$ cat src/rtl/axi_instr_header_decoder.sv
// Parses the AXI-Stream command header, holds it for the batch FSM until done
// and meters write payload words. Optional 6th checksum word: HDR_CHECKSUM_EN.
module axi_instr_header_decoder #(
    parameter logic [7:0] SYNC_BYTE = 8'hA5,
    parameter int         CNT_W     = 21
) (
    input  logic        aclk,
    input  logic        aresetn,
    input  logic [31:0] s_axis_tdata,
    input  logic        s_axis_tvalid,
    output logic        s_axis_tready,
    input  logic        s_axis_tlast,
    input  logic        wr_path_ready,
    input  logic        batch_write_done,
    input  logic        batch_read_done,
    output logic [7:0]  Instruction_code,
    output logic [4:0]  wr_bram_start,
    output logic [4:0]  wr_bram_end,
    output logic [15:0] wr_addr_start,
    output logic [15:0] wr_addr_count,
    output logic [2:0]  rd_bram_start,
    output logic [2:0]  rd_bram_end,
    output logic [15:0] rd_addr_start,
    output logic [15:0] rd_addr_count,
    output logic        bram_wr_enable,
    output logic [31:0] payload_tdata,
    output logic        cmd_busy,
    output logic        cmd_done,
    output logic [1:0]  err_code,
    output logic        err_pulse,
    output logic        payload_len_err
);

`ifdef HDR_CHECKSUM_EN
    localparam int LAST_IDX = 5;
`else
    localparam int LAST_IDX = 4;
`endif

    typedef enum logic [1:0] {IDLE, HDR, ISSUE, ERR} state_t;

    state_t           state_q, state_d;
    logic [31:0]      sh_q [LAST_IDX];
    logic [2:0]       idx_q;
    logic [CNT_W-1:0] rem_q;
    logic [CNT_W-1:0] rem_after;
    logic [CNT_W-1:0] wr_total;
    logic             wr_seen_q, rd_seen_q;

    logic        hs, pay_hs, hdr_hs;
    logic [31:0] w1, w2, w3, w4;
    logic [7:0]  op;
    logic [5:0]  wr_span;
    logic        op_ok, wr_used, rd_used;
    logic        hdr_ok, cks_ok, retire_c;
    logic        issue, retire, err_set;
    logic [1:0]  err_val;
    logic        unused_bits;

    assign op = sh_q[0][7:0];
    assign w1 = sh_q[1];
    assign w2 = sh_q[2];
    assign w3 = sh_q[3];
`ifdef HDR_CHECKSUM_EN
    assign w4 = sh_q[4];
    assign cks_ok = s_axis_tdata == (sh_q[0] ^ w1 ^ w2 ^ w3 ^ w4);
`else
    assign w4 = s_axis_tdata;
    assign cks_ok = 1'b1;
`endif

    assign unused_bits = ^{sh_q[0][31:8], w1[31:21], w1[15:5],
                           w3[31:19], w3[15:3]};

    assign op_ok   = (op == 8'h01) || (op == 8'h02) || (op == 8'h03);
    assign wr_used = (op == 8'h01) || (op == 8'h03);
    assign rd_used = (op == 8'h02) || (op == 8'h03);
    assign hdr_ok  = op_ok
                   && (!wr_used || (w1[20:16] >= w1[4:0]))
                   && (!rd_used || (w3[18:16] >= w3[2:0]));

    // span is at most 32 and count at most 65535, so the product fits CNT_W
    assign wr_span  = {1'b0, w1[20:16]} - {1'b0, w1[4:0]} + 6'd1;
    assign wr_total = wr_used ? CNT_W'(wr_span) * CNT_W'(w2[31:16]) : '0;

    assign s_axis_tready = (state_q != ISSUE)
                         || (wr_path_ready && (rem_q != '0));
    assign hs     = s_axis_tvalid && s_axis_tready;
    assign pay_hs = hs && (state_q == ISSUE);
    assign hdr_hs = hs && ((state_q == IDLE) || (state_q == HDR));

    assign bram_wr_enable = pay_hs;
    assign payload_tdata  = s_axis_tdata;
    assign rem_after      = pay_hs ? rem_q - CNT_W'(1) : rem_q;

    assign retire_c =
        ((Instruction_code == 8'h01) && batch_write_done)
     || ((Instruction_code == 8'h02) && batch_read_done)
     || ((Instruction_code == 8'h03)
         && (wr_seen_q || batch_write_done)
         && (rd_seen_q || batch_read_done));

    always_ff @(posedge aclk or negedge aresetn) begin
        if (!aresetn) state_q <= IDLE;
        else          state_q <= state_d;
    end

    always_comb begin
        state_d = state_q;
        issue   = 1'b0;
        retire  = 1'b0;
        err_set = 1'b0;
        err_val = 2'b00;
        unique case (state_q)
            IDLE: if (hs) begin
                if (s_axis_tdata[31:24] != SYNC_BYTE) begin
                    err_set = 1'b1;
                    err_val = 2'b01;
                    state_d = s_axis_tlast ? IDLE : ERR;
                end else if (s_axis_tlast) begin
                    err_set = 1'b1;
                    err_val = 2'b10;
                end else begin
                    state_d = HDR;
                end
            end
            HDR: if (hs) begin
                if (idx_q == 3'(LAST_IDX)) begin
                    if (!cks_ok || !hdr_ok) begin
                        err_set = 1'b1;
                        err_val = cks_ok ? 2'b10 : 2'b11;
                        state_d = s_axis_tlast ? IDLE : ERR;
                    end else begin
                        issue   = 1'b1;
                        state_d = ISSUE;
                    end
                end else if (s_axis_tlast) begin
                    err_set = 1'b1;
                    err_val = 2'b10;
                    state_d = IDLE;
                end
            end
            ISSUE: if (retire_c) begin
                retire  = 1'b1;
                state_d = IDLE;
            end
            ERR: if (hs && s_axis_tlast) state_d = IDLE;
        endcase
    end

    always_ff @(posedge aclk or negedge aresetn) begin
        if (!aresetn) begin
            for (int i = 0; i < LAST_IDX; i++) sh_q[i] <= '0;
            idx_q            <= '0;
            rem_q            <= '0;
            wr_seen_q        <= 1'b0;
            rd_seen_q        <= 1'b0;
            Instruction_code <= '0;
            wr_bram_start    <= '0;
            wr_bram_end      <= '0;
            wr_addr_start    <= '0;
            wr_addr_count    <= '0;
            rd_bram_start    <= '0;
            rd_bram_end      <= '0;
            rd_addr_start    <= '0;
            rd_addr_count    <= '0;
            cmd_busy         <= 1'b0;
            cmd_done         <= 1'b0;
            err_code         <= '0;
            err_pulse        <= 1'b0;
            payload_len_err  <= 1'b0;
        end else begin
            cmd_done        <= 1'b0;
            err_pulse       <= 1'b0;
            payload_len_err <= 1'b0;
            if (err_set) begin
                err_pulse <= 1'b1;
                err_code  <= err_val;
            end
            if (hdr_hs) begin
                for (int i = 0; i < LAST_IDX; i++)
                    if (idx_q == i[2:0]) sh_q[i] <= s_axis_tdata;
                idx_q <= idx_q + 3'd1;
            end
            if (state_d != HDR) idx_q <= '0;
            if (issue) begin
                Instruction_code <= op;
                wr_bram_start    <= w1[4:0];
                wr_bram_end      <= w1[20:16];
                wr_addr_start    <= w2[15:0];
                wr_addr_count    <= w2[31:16];
                rd_bram_start    <= w3[2:0];
                rd_bram_end      <= w3[18:16];
                rd_addr_start    <= w4[15:0];
                rd_addr_count    <= w4[31:16];
                rem_q            <= wr_total;
                cmd_busy         <= 1'b1;
                wr_seen_q        <= 1'b0;
                rd_seen_q        <= 1'b0;
            end
            if (state_q == ISSUE) begin
                if (batch_write_done) wr_seen_q <= 1'b1;
                if (batch_read_done)  rd_seen_q <= 1'b1;
            end
            if (pay_hs) begin
                rem_q <= rem_after;
                if (s_axis_tlast != (rem_q == CNT_W'(1)))
                    payload_len_err <= 1'b1;
            end
            // retiring with words still owed abandons them
            if (retire) begin
                Instruction_code <= '0;
                cmd_busy         <= 1'b0;
                cmd_done         <= 1'b1;
                rem_q            <= '0;
                if (rem_after != '0) payload_len_err <= 1'b1;
            end
        end
    end

endmodule

$ cat config.mk
export PLATFORM = sky130hd
export DESIGN_NAME = axi_instr_header_decoder
export DESIGN_NICKNAME = d
export VERILOG_FILES = /design/src/rtl/axi_instr_header_decoder.sv
export SDC_FILE = /design/constraint.sdc
export NUM_CORES = 1
export LEC_CHECK = 0
export CAP_MARGIN = 15
export CORE_MARGIN = 8
export CORE_UTILIZATION = 45
export DETAILED_ROUTE_END_ITERATION = 10
export HOLD_SLACK_MARGIN = 0.02
export PLACE_DENSITY = 0.74
export REMOVE_ABC_BUFFERS = 1
export SLEW_MARGIN = 20
export SYNTH_ARGS = -nofsm -noshare
export SYNTH_HDL_FRONTEND = slang
export SYNTH_SLANG_ARGS = --single-unit
export TNS_END_PERCENT = 20
$ cat constraint.sdc
create_clock -name aclk -period 8.08 [get_ports aclk]
set_input_delay 1.616 -clock aclk [delete_from_list [all_inputs] [get_ports aclk]]
set_output_delay 1.616 -clock aclk [all_outputs]
set_load 0.005 [all_outputs]
==> results of run 1 <==
state kept, by name, indices dropped and copies added, names as in the netlist, 2 cells and up:
name              count
w2                   32
w1                   10
state_q               2
Instruction_code      8
rem_q                21
wr_bram_start         5
wr_bram_end           5
w3                    6
idx_q                 3
rd_bram_start         3
err_code              2
rd_addr_start        16
wr_addr_count        16
op                    8
rd_bram_end           3
wr_addr_start        16
rd_addr_count        16
cell families (layout without fill, tap and decap cells):
logic type	count (synthesis)	after routing
AOI/OAI and AO/OA	140	140
xor gates and xnor gates	25	25
adders and majority gates	107	107
buffers and inverters	167	298
DFF	178	178
muxes	51	51
and+or+nand+nor	517	517
synthesized netlist by cell type (all sizes together), types with 2 or more instances:
master / count
dfrtp: 178
nor3: 13
and3: 8
ha: 50
buf: 44
o21a: 2
o21bai: 3
or3: 8
xnor2: 15
nand2b: 12
o211ai: 3
o41ai: 2
fa: 57
or4bb: 2
nor2: 49
or4: 4
a21oi: 47
and2: 34
o311ai: 2
inv: 93
clkbuf: 30
mux2: 48
nand3: 15
o31ai: 2
mux2i: 3
a21o: 7
o21ai: 36
nand2: 308
a21boi: 2
a221oi: 2
o22ai: 2
a22o: 3
nor4: 7
or2: 4
nand3b: 4
a211oi: 9
a31oi: 11
or3b: 2
nor2b: 33
xor2: 10
nand4: 8
final cells by class:
class | count | area share (%)
Clock inverter | 13 | 1.42
Inverter | 93 | 2.61
Multi-Input combinational cell | 840 | 43.5
Sequential cell | 178 | 33.3
Clock buffer | 19 | 3.38
Tap cell | 324 | 3.03
Timing Repair Buffer | 173 | 12.8
worst min-delay path, delay by kind of cell, from the launching register on:
family	cells	cell delay [ns]
DFF	1	0.34
and+or+nand+nor	2	0.10
power groups by stage:
stage / logic (uW) / clock network, uW / registers, uW
6_report: 2490 / 905 / 1300
5_1_grt: 2860 / 954 / 1330
4_1_cts: 2490 / 924 / 1290
3_5_place_dp: 2480 / 0 / 1310
3_3_place_gp: 2380 / 0 / 1300
2_1_floorplan: 1840 / 0 / 1240
through the flow:
stage | std cells | utilization, % | cell area, um^2
after floorplan | 1111 | - | 10600
after global placement | 1608 | 52.7 | 12700
after detailed placement | 1608 | 52.7 | 12700
after CTS | 1640 | 55.3 | 13400
after global routing | 1640 | 55.4 | 13400
final | 1640 | 55.4 | 13400
path summary, 6_finish.rpt:
path | end | slack (ns) | cells past startpoint
worst max-delay path | rem_q[17] | 2.07 | 23
worst min-delay path | wr_addr_start[15] | 0.46 | 2
worst max register to register | rem_q[17] | 2.07 | 23
worst min register to register | wr_addr_start[15] | 0.46 | 2
max in group asynchronous | rem_q[20] | 5.30 | 2
min in group asynchronous | rd_addr_start[4] | 1.24 | 1
routing by layer:
layer	vias up	wire (um)	track usage, %
met3	32	1590	4.36
met4	0	430	5.85
li1	4074	-	-
met1	4171	12000	24.4
met5	-	0	0
met2	225	12500	30.7
==> flow_summary.json, run 1 <==
{
  "multi_input_area_um2": 5820,
  "power.leakage_uw": 0.00629,
  "slowest_delay_ns": 0.55,
  "placement_stage_worst_setup_slack_ns": 1.91,
  "port_buffers": 166,
  "yosys_warns": 0,
  "max-vdd-ir-drop_mv": 0.211,
  "post_cts_hold_buffer_count": 0,
  "layout.filler_cells": 2087,
  "post_cts_repair_setup_buffers": 0,
  "final_cell_mix": "nand2_1 (308), dfrtp_1 (178), clkdlybuf4s50_1 (165), inv_1 (92), fa_1 (57)",
  "period_share_pct": 74.4,
  "clock_tree.root_cell": "clkbuf_16",
  "power-per-cell-area_nw_per_um2": 350,
  "cp_data_arrival_time_ns": 6.34,
  "synth_adder_area_share_pct": 16.0,
  "cellInternalPower_uw": 2640,
  "final-seq-area_um2": 4450,
  "combinational_family_with_the_most_area_after_synthesis": "simple AND/OR/NAND/NOR gates",
  "first_global_vias": 8911,
  "final_gp_congestion": 0.907,
  "rsz0062_at_grt": "no",
  "transition_time_at_the_pin_with_the_least_slew_margin_ns": 0.981,
  "tritoncts": "yes",
  "netlist_area_um2": 11000,
  "power.switching_fraction_pct": 43.8,
  "tot_gr_track_use_pct": 18.8,
  "netlist-cell-type-count": 65,
  "postCtsResizedCells": 0,
  "overflow": 0,
  "fin_ws_ns": 2.07,
  "detailedRoute.firstPassIterationCount": 8,
  "post_synth_inst_count": 1185,
  "slew_headroom_pct": 34.6,
  "synth-seq-cells": 178,
  "worst_path_most_repeated_cell": "ha_1",
  "routed_wire_length_per_instance_um": 16.2,
  "power.share.sequential_pct": 27.6,
  "syn_area_per_cell_um2": 9.29,
  "run_status": "complete, no violations",
  "finalWirelength_mm": 26.5,
  "hold_class": "flip-flop to flip-flop",
  "setup.worst_path.start_class": "flip-flop",
  "path_cells": "inv_1 -> ha_1 -> inv_1 -> ha_1 -> ha_1 -> or2_2 -> o221ai_1 -> a211oi_1 -> buf_4 -> nand2b_1 -> fa_1 -> fa_1 -> fa_1 -> inv_1 -> ha_1 -> nor2b_1 -> o2111ai_1 -> or3b_2 -> a221oi_1 -> nor2b_1 -> xnor2_1 -> a21oi_1 -> nor4_2",
  "yosysSeqAreaShare_pct": 40.4,
  "async_reset_ff_share_pct": 100,
  "clock_path_buffers": 2,
  "criticalPathCategory": "flip-flop to flip-flop",
  "h-tree-depth": 4,
  "synth_compound_area_share_pct": 7.92,
  "timing.critical_path.required_ns": 8.42,
  "synth_enable_flop_cells": 0,
  "crit_path_start": "w1[1]",
  "totalPowerFinal_uw": 4690,
  "cp.buffers_inverters": 4,
  "timing.critical_path.to_type": "flip-flop",
  "clkSlewWorstSetupHoldPaths_ns": 0.07,
  "viasPerCell": 5.18,
  "synth-simple-area-share_pct": 21.5,
  "part_of_the_total_power_dissipated_in_combinational_logic_pct": 53.1,
  "pwr-share-clk_pct": 19.3,
  "post_synth_xor_area_fraction_pct": 1.99,
  "period_needed_ns": 6.01,
  "tritoncts_num_sinks": 178,
  "hold_path.startpoint": "wr_addr_start[15]",
  "fmax_mhz": 166,
  "grt_max_degree": 101,
  "number_of_max_cap_violations": 0,
  "initial_core_util_pct": 45.6,
  "reg2reg_from": "w1[1]",
  "timing.hold.ws_ns": 0.465,
  "crit_path_leading_delay_family": "adder cells",
  "layout.cells.most_common": "nand2_1",
  "ys.flop_type": "dfrtp_1",
  "antenna_found_initial": 0,
  "post_synth_main_area_contributors": "dfrtp_1 (40%), nand2_1 (10%), fa_1 (10%)",
  "report.final.slew_viol_count": 0,
  "num_rows": 57,
  "drc": 0,
  "die_area_um2": 29700,
  "fp.coreArea_um2": 24200,
  "critPathSlowestCell": "fa_1",
  "detail_route.iter0.violations": 525,
  "antenna_left": 0,
  "report.final.hold_viol_count": 0,
  "grt_first_pass_wirelength_mm": 45.0,
  "ios": 167,
  "critical_path.max_fanout": 16,
  "syn2layout_area_growth_pct": 21.6,
  "fin_worst_skew_ns": 0.0124,
  "chipWidth_um": 172,
  "synth_largest_area_cell": "dfrtp_1",
  "synth_top_area_share_pct": 40.4,
  "clk-insertion-delay-late_ns": 0.44,
  "share_of_cell_area_taken_by_muxes_after_synthesis_pct": 5.18,
  "layout-drive-gt1-share_pct": 7.90,
  "fin_nets": 1449,
  "switching_power_uw": 2050,
  "setup_viol_count_final": 0,
  "tns_ns": 0,
  "tritoncts.num_buffers": 17,
  "die_h_um": 172,
  "place.detailed.hpwl_mm": 19.4,
  "vias": 8502,
  "antenna-diode-count": 0
}
Note: power is estimated with default switching activity, not from simulation.
==> run 2: changes to the inputs <==
--- a/config.mk
+++ b/config.mk
@@ -10,7 +10,7 @@
 export CORE_UTILIZATION = 45
 export DETAILED_ROUTE_END_ITERATION = 10
 export HOLD_SLACK_MARGIN = 0.02
-export PLACE_DENSITY = 0.74
+export PLACE_DENSITY = 0.77
 export REMOVE_ABC_BUFFERS = 1
 export SLEW_MARGIN = 20
 export SYNTH_ARGS = -nofsm -noshare
==> constraint.sdc (replaced) <==
create_clock -name aclk -period 5.3 [get_ports aclk]
set_input_delay 1.06 -clock aclk [delete_from_list [all_inputs] [get_ports aclk]]
set_output_delay 1.06 -clock aclk [all_outputs]
set_load 0.005 [all_outputs]
==> run 2 against run 1 <==
  * The flow now finishes with violations (setup timing)
  * First-iteration DRC count increased by 14%
  * Final cell count increased by 3.8%
  * Global-route usage increased by 1.2 points
  * Register-to-register slack got worse by 2.3 ns
  * Critical endpoint unchanged
  * Flip-flop and latch count unchanged
  * Sequential power increased by 54%
  * Die area unchanged
  * Setup slack got worse by 2.3 ns
  * Clock skew decreased by 0.00065 ns
  * Sequential share of layout area decreased by 2.1 points
  * Count of clock-buffer cells in the layout decreased by 1
==> flow_summary.json, run 2 (synthesis results as in run 1) <==
{
  "run_status": "finished with violations",
  "failed_checks": "setup timing",
  "part_of_the_total_power_dissipated_in_combinational_logic_pct": 63.2,
  "grt_first_pass_wirelength_mm": 47.7,
  "fin_worst_skew_ns": 0.0117,
  "finalWirelength_mm": 29.6,
  "timing.critical_path.required_ns": 5.63,
  "timing.reg2reg.worst_path_depth": 23,
  "antenna_found_initial": 0,
  "final_gp_congestion": 0.939,
  "pwr-share-clk_pct": 14.4,
  "largest_register_ffs": 32,
  "tritoncts": "yes",
  "place.detailed.hpwl_mm": 20.2,
  "drc": 0,
  "post_cts_hold_buffer_count": 0,
  "period_needed_ns": 5.54,
  "hold_path.startpoint": "rd_addr_start[8]",
  "cellInternalPower_uw": 5110,
  "critical_path.max_fanout": 6,
  "timing.critical_path.to_type": "flip-flop",
  "switching_power_uw": 3830,
  "clk-insertion-delay-late_ns": 0.42,
  "power.switching_fraction_pct": 42.9,
  "layout-drive-gt1-share_pct": 17.2,
  "worst_hold_path.endpoint": "rd_addr_start[8]",
  "hold_class": "flip-flop to flip-flop",
  "worstHoldPathCells": 2,
  "max-vdd-ir-drop_mv": 0.397,
  "tritoncts_num_sinks": 178,
  "cp_data_arrival_time_ns": 5.87,
  "timing.hold.ws_ns": 0.464,
  "placement_stage_worst_setup_slack_ns": -0.605,
  "tns_ns": -0.993,
  "tritoncts.num_buffers": 17,
  "transition_time_at_the_pin_with_the_least_slew_margin_ns": 1.00,
  "antenna-diode-count": 0,
  "multi_input_area_um2": 6270,
  "antenna_left": 0,
  "first_global_vias": 9460,
  "layout.filler_cells": 1920,
  "h-tree-depth": 4,
  "report.final.slew_viol_count": 0,
  "rr_endpoint": "rem_q[17]",
  "slew_headroom_pct": 32.8,
  "grt_max_degree": 105,
  "initial_core_util_pct": 45.6,
  "reg2reg_from": "w1[1]",
  "routed_wire_length_per_instance_um": 17.4,
  "num_rows": 57,
  "fin_nets": 1513,
  "port_buffers": 166,
  "fp.coreArea_um2": 24200,
  "detailedRoute.firstPassIterationCount": 5,
  "r2r_setup_slack_ns": -0.24,
  "final_cell_mix": "nand2_1 (307), dfrtp_1 (178), clkdlybuf4s50_1 (165), inv_1 (82), buf_4 (66)",
  "period_share_pct": 105,
  "detail_route.iter0.violations": 596,
  "overflow": 0,
  "chipWidth_um": 172,
  "viasPerCell": 5.32,
  "report.final.hold_viol_count": 0,
  "final-seq-area_um2": 4450,
  "clkSlewWorstSetupHoldPaths_ns": 0.07,
  "clock_tree.root_cell": "clkbuf_16",
  "fmax_mhz": 180,
  "criticalPathCategory": "flip-flop to flip-flop",
  "power.share.sequential_pct": 22.4,
  "layout.cells.most_common": "nand2_1",
  "fin_ws_ns": -0.244,
  "die_area_um2": 29700,
  "rsz0062_at_grt": "yes",
  "setup.worst_path.start_class": "flip-flop",
  "power-per-cell-area_nw_per_um2": 625,
  "ios": 167,
  "tot_gr_track_use_pct": 20.0,
  "number_of_max_cap_violations": 0,
  "power.leakage_uw": 0.00663,
  "clock_path_buffers": 2,
  "die_h_um": 172,
  "vias": 9047,
  "setup_viol_count_final": 7,
  "syn2layout_area_growth_pct": 29.8
}
run 2: routing by layer:
layer	track usage, %	up-vias	share of wire (%)
li1	-	4200	-
met1	24.6	4488	41
met2	34.1	304	50
met3	4.38	55	6.7
met4	7.27	0	2.4
met5	0	-	0
run 2: cell type report:
class                           instances  area share, %
Multi-Input combinational cell        840           43.8
Sequential cell                       178           31.2
Timing Repair Buffer                  237           15.6
Clock buffer                           18           3.07
Tap cell                              324           2.84
Inverter                               93           2.44
Clock inverter                         12           1.02
run 2: critical path, cell delays in order, from the launching register on:
cell and delay, ns:
dfrtp_1 0.39, buf_4 0.14, ha_2 0.20, buf_4 0.14, nor2b_1 0.33, o221ai_4 0.18
a211oi_4 0.27, buf_12 0.16, buf_12 0.13, nor2b_2 0.05, fa_1 0.54, inv_2 0.04
fa_1 0.46, fa_1 0.55, inv_1 0.07, ha_4 0.25, and3_4 0.20, a221oi_4 0.33
nor2_2 0.10, a221oi_4 0.22, nor2b_4 0.21, xnor2_2 0.13, a21oi_2 0.06, nor4_2 0.27
run 2: timing repair:
item	4_1_cts	5_1_grt
pin swaps	44	34
setup buffers	5	7
gates resized for setup	71	29
setup endpoints to repair	11	12
run 2: worst max-delay path by stage:
stage          start         to  slack, ns  depth (start not counted)
2_1_floorplan  w1[1]  rem_q[17]      -0.89                         22
3_3_place_gp   w1[1]  rem_q[17]      -0.45                         23
3_5_place_dp   w1[1]  rem_q[17]      -0.61                         25
4_1_cts        w1[3]  rem_q[20]      -0.04                         25
5_1_grt        w1[1]  rem_q[17]      -0.41                         23
6_report       w1[1]  rem_q[17]      -0.24                         23
run 2: stage by stage:
step / std cells / instance area [um^2] / power (uW) / utilization, %
after CTS: 1696 / 14100 / 8450 / 58.4
after global routing: 1702 / 14300 / 9610 / 59.1
after floorplan: 1111 / 10600 / 4690 / -
final: 1702 / 14300 / 8940 / 59.1
after detailed placement: 1662 / 13100 / 6450 / 54.4
after global placement: 1662 / 13100 / 6270 / 54.4
run 2: power by group through the flow:
stage / combinational [uW] / clock, uW / sequential (uW)
4_1_cts: 5160 / 1310 / 1980
6_report: 5650 / 1290 / 2000
5_1_grt: 6200 / 1370 / 2050
3_3_place_gp: 4290 / 0 / 1980
2_1_floorplan: 2800 / 0 / 1890
3_5_place_dp: 4450 / 0 / 2000
